File: src/rtl/run_event_monitor.sv
// Turns detector run flags into one-cycle event pulses, counts events per window, raises a sticky alarm and tracks run lengths.
// Latency: every output is registered, one clk after the sampled inputs; no combinational input-to-output path.
// Backpressure: none; one det sample is consumed every cycle and the outputs are level/pulse status.
//
// Ports:
//   clk, rst            clock (posedge) and synchronous active-high reset
//   det                 detector level, 1 = run of four detected
//   clr                 synchronous clear of window, counters, alarm and run statistics
//   event_pulse         1-cycle pulse per det rising edge
//   evt_cnt [CNT_W]     events in the current window, saturating
//   alarm               sticky, set when evt_cnt reaches THRESH
//   run_len [LEN_W]     length of last completed run, saturating
//   max_run [LEN_W]     largest run_len since rst/clr
// Build option: define RUN_STATS_EN to build the run-length FSM; otherwise run_len/max_run are tied to 0.

module run_event_monitor #(
    parameter int WINDOW = 200,
    parameter int THRESH = 3,
    parameter int CNT_W  = 4,
    parameter int LEN_W  = 8
) (
    input  logic             clk,
    input  logic             rst,
    input  logic             det,
    input  logic             clr,
    output logic             event_pulse,
    output logic [CNT_W-1:0] evt_cnt,
    output logic             alarm,
    output logic [LEN_W-1:0] run_len,
    output logic [LEN_W-1:0] max_run
);

    localparam int WIN_W = (WINDOW > 1) ? $clog2(WINDOW) : 1;

    logic             det_q;
    logic             rise;
    logic [WIN_W-1:0] win_cnt;
    logic             wrap;
    logic [CNT_W-1:0] evt_next;

    assign rise = det & ~det_q;
    assign wrap = (win_cnt == WIN_W'(WINDOW - 1));

    // An event landing on the wrap cycle is the first event of the new window.
    always_comb begin
        evt_next = evt_cnt;
        if (wrap) begin
            evt_next = rise ? CNT_W'(1) : '0;
        end else if (rise && (evt_cnt != {CNT_W{1'b1}})) begin
            evt_next = evt_cnt + 1'b1;
        end
    end

    always_ff @(posedge clk) begin
        if (rst) begin
            det_q       <= 1'b0;
            win_cnt     <= '0;
            evt_cnt     <= '0;
            alarm       <= 1'b0;
            event_pulse <= 1'b0;
        end else begin
            // det_q tracks det even under clr so a level held through clr is not a new edge.
            det_q <= det;
            if (clr) begin
                win_cnt     <= '0;
                evt_cnt     <= '0;
                alarm       <= 1'b0;
                event_pulse <= 1'b0;
            end else begin
                event_pulse <= rise;
                win_cnt     <= wrap ? '0 : win_cnt + 1'b1;
                evt_cnt     <= evt_next;
                // Alarm asserts in the same cycle as the pulse of the event that hits THRESH.
                if (evt_next == CNT_W'(THRESH)) begin
                    alarm <= 1'b1;
                end
            end
        end
    end

`ifdef RUN_STATS_EN
    typedef enum logic {IDLE, RUN} run_state_t;

    run_state_t       state;
    logic [LEN_W-1:0] len_cnt;
    logic             fall;

    assign fall = ~det & det_q;

    always_ff @(posedge clk) begin
        if (rst) begin
            state   <= IDLE;
            len_cnt <= '0;
            run_len <= '0;
            max_run <= '0;
        end else if (clr) begin
            // A run in progress is abandoned; it is only counted after a fresh rise.
            state   <= IDLE;
            len_cnt <= '0;
            run_len <= '0;
            max_run <= '0;
        end else begin
            case (state)
                IDLE: begin
                    if (rise) begin
                        state   <= RUN;
                        len_cnt <= LEN_W'(1);
                    end
                end
                RUN: begin
                    if (fall) begin
                        state   <= IDLE;
                        run_len <= len_cnt;
                        if (len_cnt > max_run) begin
                            max_run <= len_cnt;
                        end
                    end else if (len_cnt != {LEN_W{1'b1}}) begin
                        len_cnt <= len_cnt + 1'b1;
                    end
                end
                default: state <= IDLE;
            endcase
        end
    end
`else
    assign run_len = '0;
    assign max_run = '0;
`endif

endmodule

File: config.mk
export PLATFORM = sky130hd
export DESIGN_NAME = run_event_monitor
export DESIGN_NICKNAME = d
export VERILOG_FILES = /design/src/rtl/run_event_monitor.sv
export SDC_FILE = /design/constraint.sdc
export NUM_CORES = 1
export LEC_CHECK = 0
export CAP_MARGIN = 20
export CORE_MARGIN = 3
export CORE_UTILIZATION = 48
export DETAILED_ROUTE_END_ITERATION = 6
export PLACE_DENSITY = 0.92
export SLEW_MARGIN = 10
export SYNTH_ARGS = -nofsm -noshare
export SYNTH_HDL_FRONTEND = slang
export SYNTH_SLANG_ARGS = --single-unit
export TNS_END_PERCENT = 10
File: constraint.sdc
create_clock -name clk -period 2.2 [get_ports clk]
set_input_delay 0.33 -clock clk [delete_from_list [all_inputs] [get_ports clk]]
set_output_delay 0.33 -clock clk [all_outputs]
set_load 0.02 [all_outputs]
After elaboration in Yosys (flattened, before gate mapping)

Index checks and enable logic that the tools add are counted.

Mux-type cells: 3
Eq/ne operators: 3
Reductions and logical operators: 3
Bitwise logic cells: 2
$add $sub $neg: 2

Operator list:

| kind                | number |
|---|---|
| $add 8x1->8 const B | 1 |
| $eq 8x8->1 const B  | 1 |
| $mux 4              | 2 |
| $add 4x1->4 const B | 1 |
| $eq 4x2->1 const B  | 1 |
| $ne 4x4->1 const B  | 1 |
| $reduce_or 3->1     | 1 |
| $reduce_or 2->1     | 1 |
| $and 1x1->1         | 1 |
| $logic_and 1x1->1   | 1 |
| $mux 1              | 1 |
| $not 1->1           | 1 |

Bits in registers: 15
Output and inout port bits: 22
Bits of input ports: 4
Word-level logic and storage cells: 18

Depth between registers and ports, before layout

Gate-level depths: netlist of run 1.

Depth after elaboration: 6
Depth in mapped cells: 5

Worst setup path before layout of run 1

No wires, ideal clock.

Path type: register to register
Start: reg evt_cnt[0]
End: reg alarm
Slack: 0.680 ns
Required time: 2.083 ns
Period minus slack after synthesis: 1.520 ns
Stages on the path, launching flop included: 6
Arrival time: 1.403 ns
Path buffers: 0
Cells stage by stage: dfxtp_1 > ha_1 > and3_1 > o21ai_0 > a21oi_2 > a32o_2

Cells in the longest elaborated chain, start to end: 5

RTL lines:

| item                                                                | RTL line | text |
|---|---|---|
| start: declaration                                                  | 27       | `output logic [CNT_W-1:0] evt_cnt,` |
| start signal: assignment                                            | 72       | `evt_cnt <= evt_next;` |
| parallel branches: the longest is 2 deep, another holds $add 4x1->4 | --       |  |
| $mux 4 *                                                            | 49       | `end else if (rise && (evt_cnt != {CNT_W{1'b1}})) begin` |
| $mux 4 *                                                            | 47       | `if (wrap) begin` |
| $eq 4x2->1 *                                                        | 74       | `if (evt_next == CNT_W'(THRESH)) begin` |
| end signal: assignment                                              | 59       | `alarm <= 1'b0;` |
| end signal: assignment                                              | 67       | `alarm <= 1'b0;` |
| end signal: assignment                                              | 75       | `alarm <= 1'b1;` |
| end: declaration                                                    | 28       | `output logic alarm,` |

Mark *: on every way between the ends.
A chain may end at the register's enable or synchronous reset.

Worst setup path in the final report of run 1

Start: reg evt_cnt[0]
End: out evt_cnt[0]

No word-level cell between the ends.

==> flow_summary.ini, run 1 <==
[status]
outcome = finished clean

[grt]
antenna_found_initial = 0
track_usage = 0.138
overflow = 0
first_global_vias = 519
grt_pass1_wl_microns = 2160
grt_max_degree = 10

[worst_hold_path]
hold_path_depth = 1
hold_path_class = reg -> reg
min_from = win_cnt[0]$_SDFF_PP0_

[clock_tree]
clock-sinks = 15
cts_max_path_buffers = 2
cts-buffers-inserted = 3
clock_latency_ns = 0.28
cts_tree = done
cts_resized = 0
cts_root_buf = clkbuf_4
htree_levels = 1
cts_setup_buffers = 0
clk_pin_slew_ns = 0.09
cts_hold_buf = 0

[placement]
postPlaceCellArea_sq_um = 860
hpwl_microns = 1060
place_congestion = 0.921
place.port_buffers = 9
dp.cells = 114

[power]
power.total_w = 0.000489
power_leakage_nw = 0.385
powerDensity_mw_per_mm2 = 551
ir_drop_uv = 346

[yosys]
synth-seq-area-share = 0.369
synth_warnings = 0
synth-async-reset-ratio = 0
postSynthAreaPerCell_sq_um = 9.04
ys_seq_elements = 15
synth_top_flop_cell = dfxtp_1
synth_area_sq_um = 813
synthCells = 90
synth.distinct_cells = 30
synth_edf_count = 0

[worst_setup_path]
path_delay_family = buffers and inverters
critical_path_class = reg -> out
crit_cells = 1
crit_arrival_ns = 1.39
worstPathCellList = clkdlybuf4s50_1
reg2reg_from = evt_cnt[0]$_SDFF_PP0_
max_stage_delay_ns = 0.65
crit_path_start_kind = flip-flop
end_kind = output port
crit_slowest_cell = clkdlybuf4s50_1
worst-path-buf-inv = 1
crit_required_ns = 1.87
crit_start = evt_cnt[0]$_SDFF_PP0_
reg2regPathDepth = 5
critPathMaxFanout = 7

[routing]
via_count = 591
wl_per_cell_microns = 11.1
firstDrtPassIters = 4
postRouteAntennaNets = 0
wirelength_microns = 1310
drt_iter0_markers = 12
drc = 0
vias_per_cell = 5.01

[floorplan]
start_util = 0.522
num_io_pins = 26
fp.dieW_microns = 47.2
die_area_sq_mm = 0.00222
design.core.area_sq_mm = 0.00156
num_rows = 14
chipHeight_microns = 47.2

[finish]
finalNetCount = 109
drive_gt1_frac = 0.127
antenna_cells = 0
stdcell_area_sq_um = 887
fin_util = 0.569
multi_input_area_sq_um = 442
fillers = 135
syn_to_final_growth_pct = 9.08
seqCellArea_sq_um = 300
layout.cells.non_filler = 118

[timing]
skew_ns = 0.00343
period_needed_ns = 1.72
rsz0062_at_grt = no
setup_viol = 0
hold_violations = 0
setup_tns_ns = 0
period_share = 0.783
timing.fmax_mhz = 580
finalMaxSlewViolations = 0

[job]
cap_violations = 0
==> sequential cells by signal, indices dropped and copies added, names as in the netlist <==
name,count
alarm,1
det_q,1
event_pulse,1
evt_cnt,4
win_cnt,8
==> layout make-up <==
cell class / count / area share
Inverter: 2 / 0.00846
Sequential cell: 15 / 0.339
Clock inverter: 1 / 0.00564
Timing Repair Buffer: 9 / 0.102
Clock buffer: 3 / 0.0254
Multi-Input combinational cell: 72 / 0.498
Tap cell: 16 / 0.0226
==> logic make-up (layout without fill, tap and decap cells) <==
group,count (synthesis),after routing,synth area share
adders and majority gates,2,2,0.0308
AOI/OAI and AO/OA,10,10,0.102
and+or+nand+nor,37,37,0.260
xor gates and xnor gates,6,6,0.0646
muxes,1,1,0.0123
other,1,16,0.00461
buffers and inverters,18,15,0.157
DFF,15,15,0.369
==> cell usage in the layout, fill, tap and decap left out, drive strengths merged, types with 3 or more instances in the layout <==
cell,synthesis,routed
o21ai,3,3
clkdlybuf4s50,0,9
clkbuf,0,3
a21oi,3,3
nand3,7,7
dfxtp,15,15
xor2,4,4
nor2,14,14
conb,1,16
and3,3,3
==> final timing paths <==
| path | to | slack, ns |
|---|---|---|
| hold / removal | win_cnt[0]$_SDFF_PP0_ | 0.45 |
| setup / recovery | evt_cnt[0] | 0.48 |
| hold reg to reg | win_cnt[0]$_SDFF_PP0_ | 0.45 |
| setup reg to reg | alarm$_SDFFE_PP0N_ | 0.61 |
==> metrics by stage <==
stage / hold slack (ns) / setup WS [ns]
final: 0.446 / 0.477
after global routing: 0.464 / 0.411
after CTS: 0.455 / 0.482
after detailed placement: 0.442 / 0.383
after global placement: 0.425 / 0.430
after floorplan: 0.402 / 0.680
==> synth_stat cells, types with 2 or more instances <==
library cell,number,area (sq um)
dfxtp_1,15,300
o21ai_0,2,10.0
and3_1,2,12.5
xor2_1,4,35.0
ha_1,2,25.0
or2_2,2,12.5
nand3b_1,2,15.0
nor2_1,14,52.6
inv_1,2,7.51
nor2b_1,2,12.5
a21oi_1,2,10.0
nand3_1,7,35.0
buf_4,16,120
xnor2_1,2,17.5
==> routing by layer <==
layer	up-vias	wire length, microns	GRT usage	part of all wire
met5	-	0	0	0
met4	0	0	0.0663	0
met3	0	56	0.0345	0.043
met2	19	698	0.230	0.53
met1	271	557	0.164	0.42
li1	301	-	-	-
==> report_power, final <==
group | total (W) | internal [W] | leakage (nW) | switching (W)
registers | 0.000279 | 0.000276 | 0.122 | 0.00000353
clock network | 0.000153 | 0.0000673 | 0.0177 | 0.0000857
logic | 0.0000565 | 0.0000156 | 0.245 | 0.0000409
total | 0.000489 | 0.000359 | 0.385 | 0.000130
No activity file was read; power rests on OpenSTA's default activity.
==> run 2, diff against run 1 <==
--- a/config.mk
+++ b/config.mk
@@ -7,9 +7,9 @@
 export LEC_CHECK = 0
 export CAP_MARGIN = 20
 export CORE_MARGIN = 3
-export CORE_UTILIZATION = 48
+export CORE_UTILIZATION = 44
 export DETAILED_ROUTE_END_ITERATION = 6
-export PLACE_DENSITY = 0.92
+export PLACE_DENSITY = 0.86
 export SLEW_MARGIN = 10
 export SYNTH_ARGS = -nofsm -noshare
 export SYNTH_HDL_FRONTEND = slang
==> constraint.sdc (replaced) <==
create_clock -name clk -period 1.6 [get_ports clk]
set_input_delay 0.24 -clock clk [delete_from_list [all_inputs] [get_ports clk]]
set_output_delay 0.24 -clock clk [all_outputs]
set_load 0.02 [all_outputs]
==> flow_summary.ini, run 2 (synthesis results as in run 1) <==
[status]
outcome = finished clean

[timing]
period_needed_ns = 1.53
skew_ns = 0.0108
finalMaxSlewViolations = 0
period_share = 0.954
hold_violations = 0
hold_slack_ns = 0.441
timing.fmax_mhz = 655
rsz0062_at_grt = no
setup_viol = 0

[clock_tree]
cts_max_path_buffers = 2
clock-sinks = 15
cts_root_buf = clkbuf_4
htree_levels = 1
cts_hold_buf = 0
cts_tree = done
clock_latency_ns = 0.28
clk_pin_slew_ns = 0.09
cts-buffers-inserted = 3

[floorplan]
start_util = 0.505
num_io_pins = 26
die_area_sq_mm = 0.00240
design.core.area_sq_mm = 0.00161
chipHeight_microns = 49.0
num_rows = 14
fp.dieW_microns = 49.0

[worst_hold_path]
hold_path_class = reg -> reg
min_from = win_cnt[0]$_SDFF_PP0_

[finish]
fin_util = 0.572
largest_register_ffs = 8
fillers = 162
drive_gt1_frac = 0.151
top_register = win_cnt
finalNetCount = 113
syn_to_final_growth_pct = 13.4
largest_registers = win_cnt: 8 flops, evt_cnt: 4 flops
antenna_cells = 0
layout_commonest_cell = conb_1
final_cell_mix = conb_1 (16), dfxtp_1 (15), nor2_1 (14), nand3_1 (7), clkdlybuf4s50_1 (6)

[placement]
hpwl_microns = 1210
place.port_buffers = 9
place_congestion = 0.896

[worst_setup_path]
crit_arrival_ns = 1.29
worstPathCellList = clkdlybuf4s50_1
crit_path_start_kind = flip-flop
crit_start = evt_cnt[1]$_SDFF_PP0_
end_kind = output port
crit_slowest_cell = clkdlybuf4s50_1
reg2reg_from = evt_cnt[1]$_SDFF_PP0_
max_stage_delay_ns = 0.62
path_delay_family = buffers and inverters
worst-path-buf-inv = 1
critPathMaxFanout = 4
critical_path_class = reg -> out
crit_required_ns = 1.36

[grt]
antenna_found_initial = 0
track_usage = 0.138
first_global_vias = 632
overflow = 0
grt_pass1_wl_microns = 2680
grt_max_degree = 9

[power]
powerDensity_mw_per_mm2 = 738
ir_drop_uv = 502
power_leakage_nw = 0.416
power.total_w = 0.000680

[routing]
wl_per_cell_microns = 11.6
vias_per_cell = 4.58
wirelength_microns = 1510
postRouteAntennaNets = 0
via_count = 596
drc = 0
firstDrtPassIters = 4
drt_iter0_markers = 7

[job]
cap_violations = 0
run 2: cell count changes in the layout (fill, tap and decap cells not counted), sizes merged:
cell,before,now
buf,0,4
clkdlybuf4s50,9,6
dlygate4sd2,0,3
clkbuf,3,4
clkinv,1,0
run 2: cell type report:
| cell class | count | area, sq um | share of cell area |
|---|---|---|---|
| well taps | 24 | 30.0 | 0.0326 |
| repair buffers | 13 | 116 | 0.126 |
| flip-flops and latches | 15 | 300 | 0.326 |
| clock buffers | 4 | 26.3 | 0.0285 |
| multi-input cells | 72 | 442 | 0.479 |
| inverters | 2 | 7.51 | 0.00814 |
run 2: what timing repair did:
item                                    in CTS  in global routing
hold endpoints to repair                     0                  0
resized for setup                            3                  0
buffers inserted                             0                  0
endpoints found under the setup margin       3                  0
run 2: through the flow:
step                instances  instance area, sq um  worst slack (ns)  setup TNS [ns]
finish                    130                   922            0.0741               0
global route              130                   922            0.0267               0
CTS                       130                   922            0.0649               0
detailed placement        126                   900           -0.0553         -0.0553
global placement          126                   900          -0.00903        -0.00903
floorplan                 105                   870            0.0800               0
run 2: worst paths after layout:
path	to	slack, ns	depth (start not counted)
max	evt_cnt[1]	0.07	1
min	win_cnt[0]$_SDFF_PP0_	0.44	1
min reg2reg	win_cnt[0]$_SDFF_PP0_	0.44	1
max reg2reg	alarm$_SDFFE_PP0N_	0.10	5
run 2: where the power goes:
group          internal [W]  switching [W]
Sequential         0.000379     0.00000350
Combinational     0.0000259      0.0000610
Clock             0.0000967       0.000114
Total              0.000502       0.000179
run 2: per-layer routing:
metal	global-route usage	vias to the layer above	share of wire
met1	0.149	273	0.42
met3	0.0459	0	0.050
li1	-	306	-
met4	0.0332	0	0
met5	0	-	0
met2	0.256	17	0.53
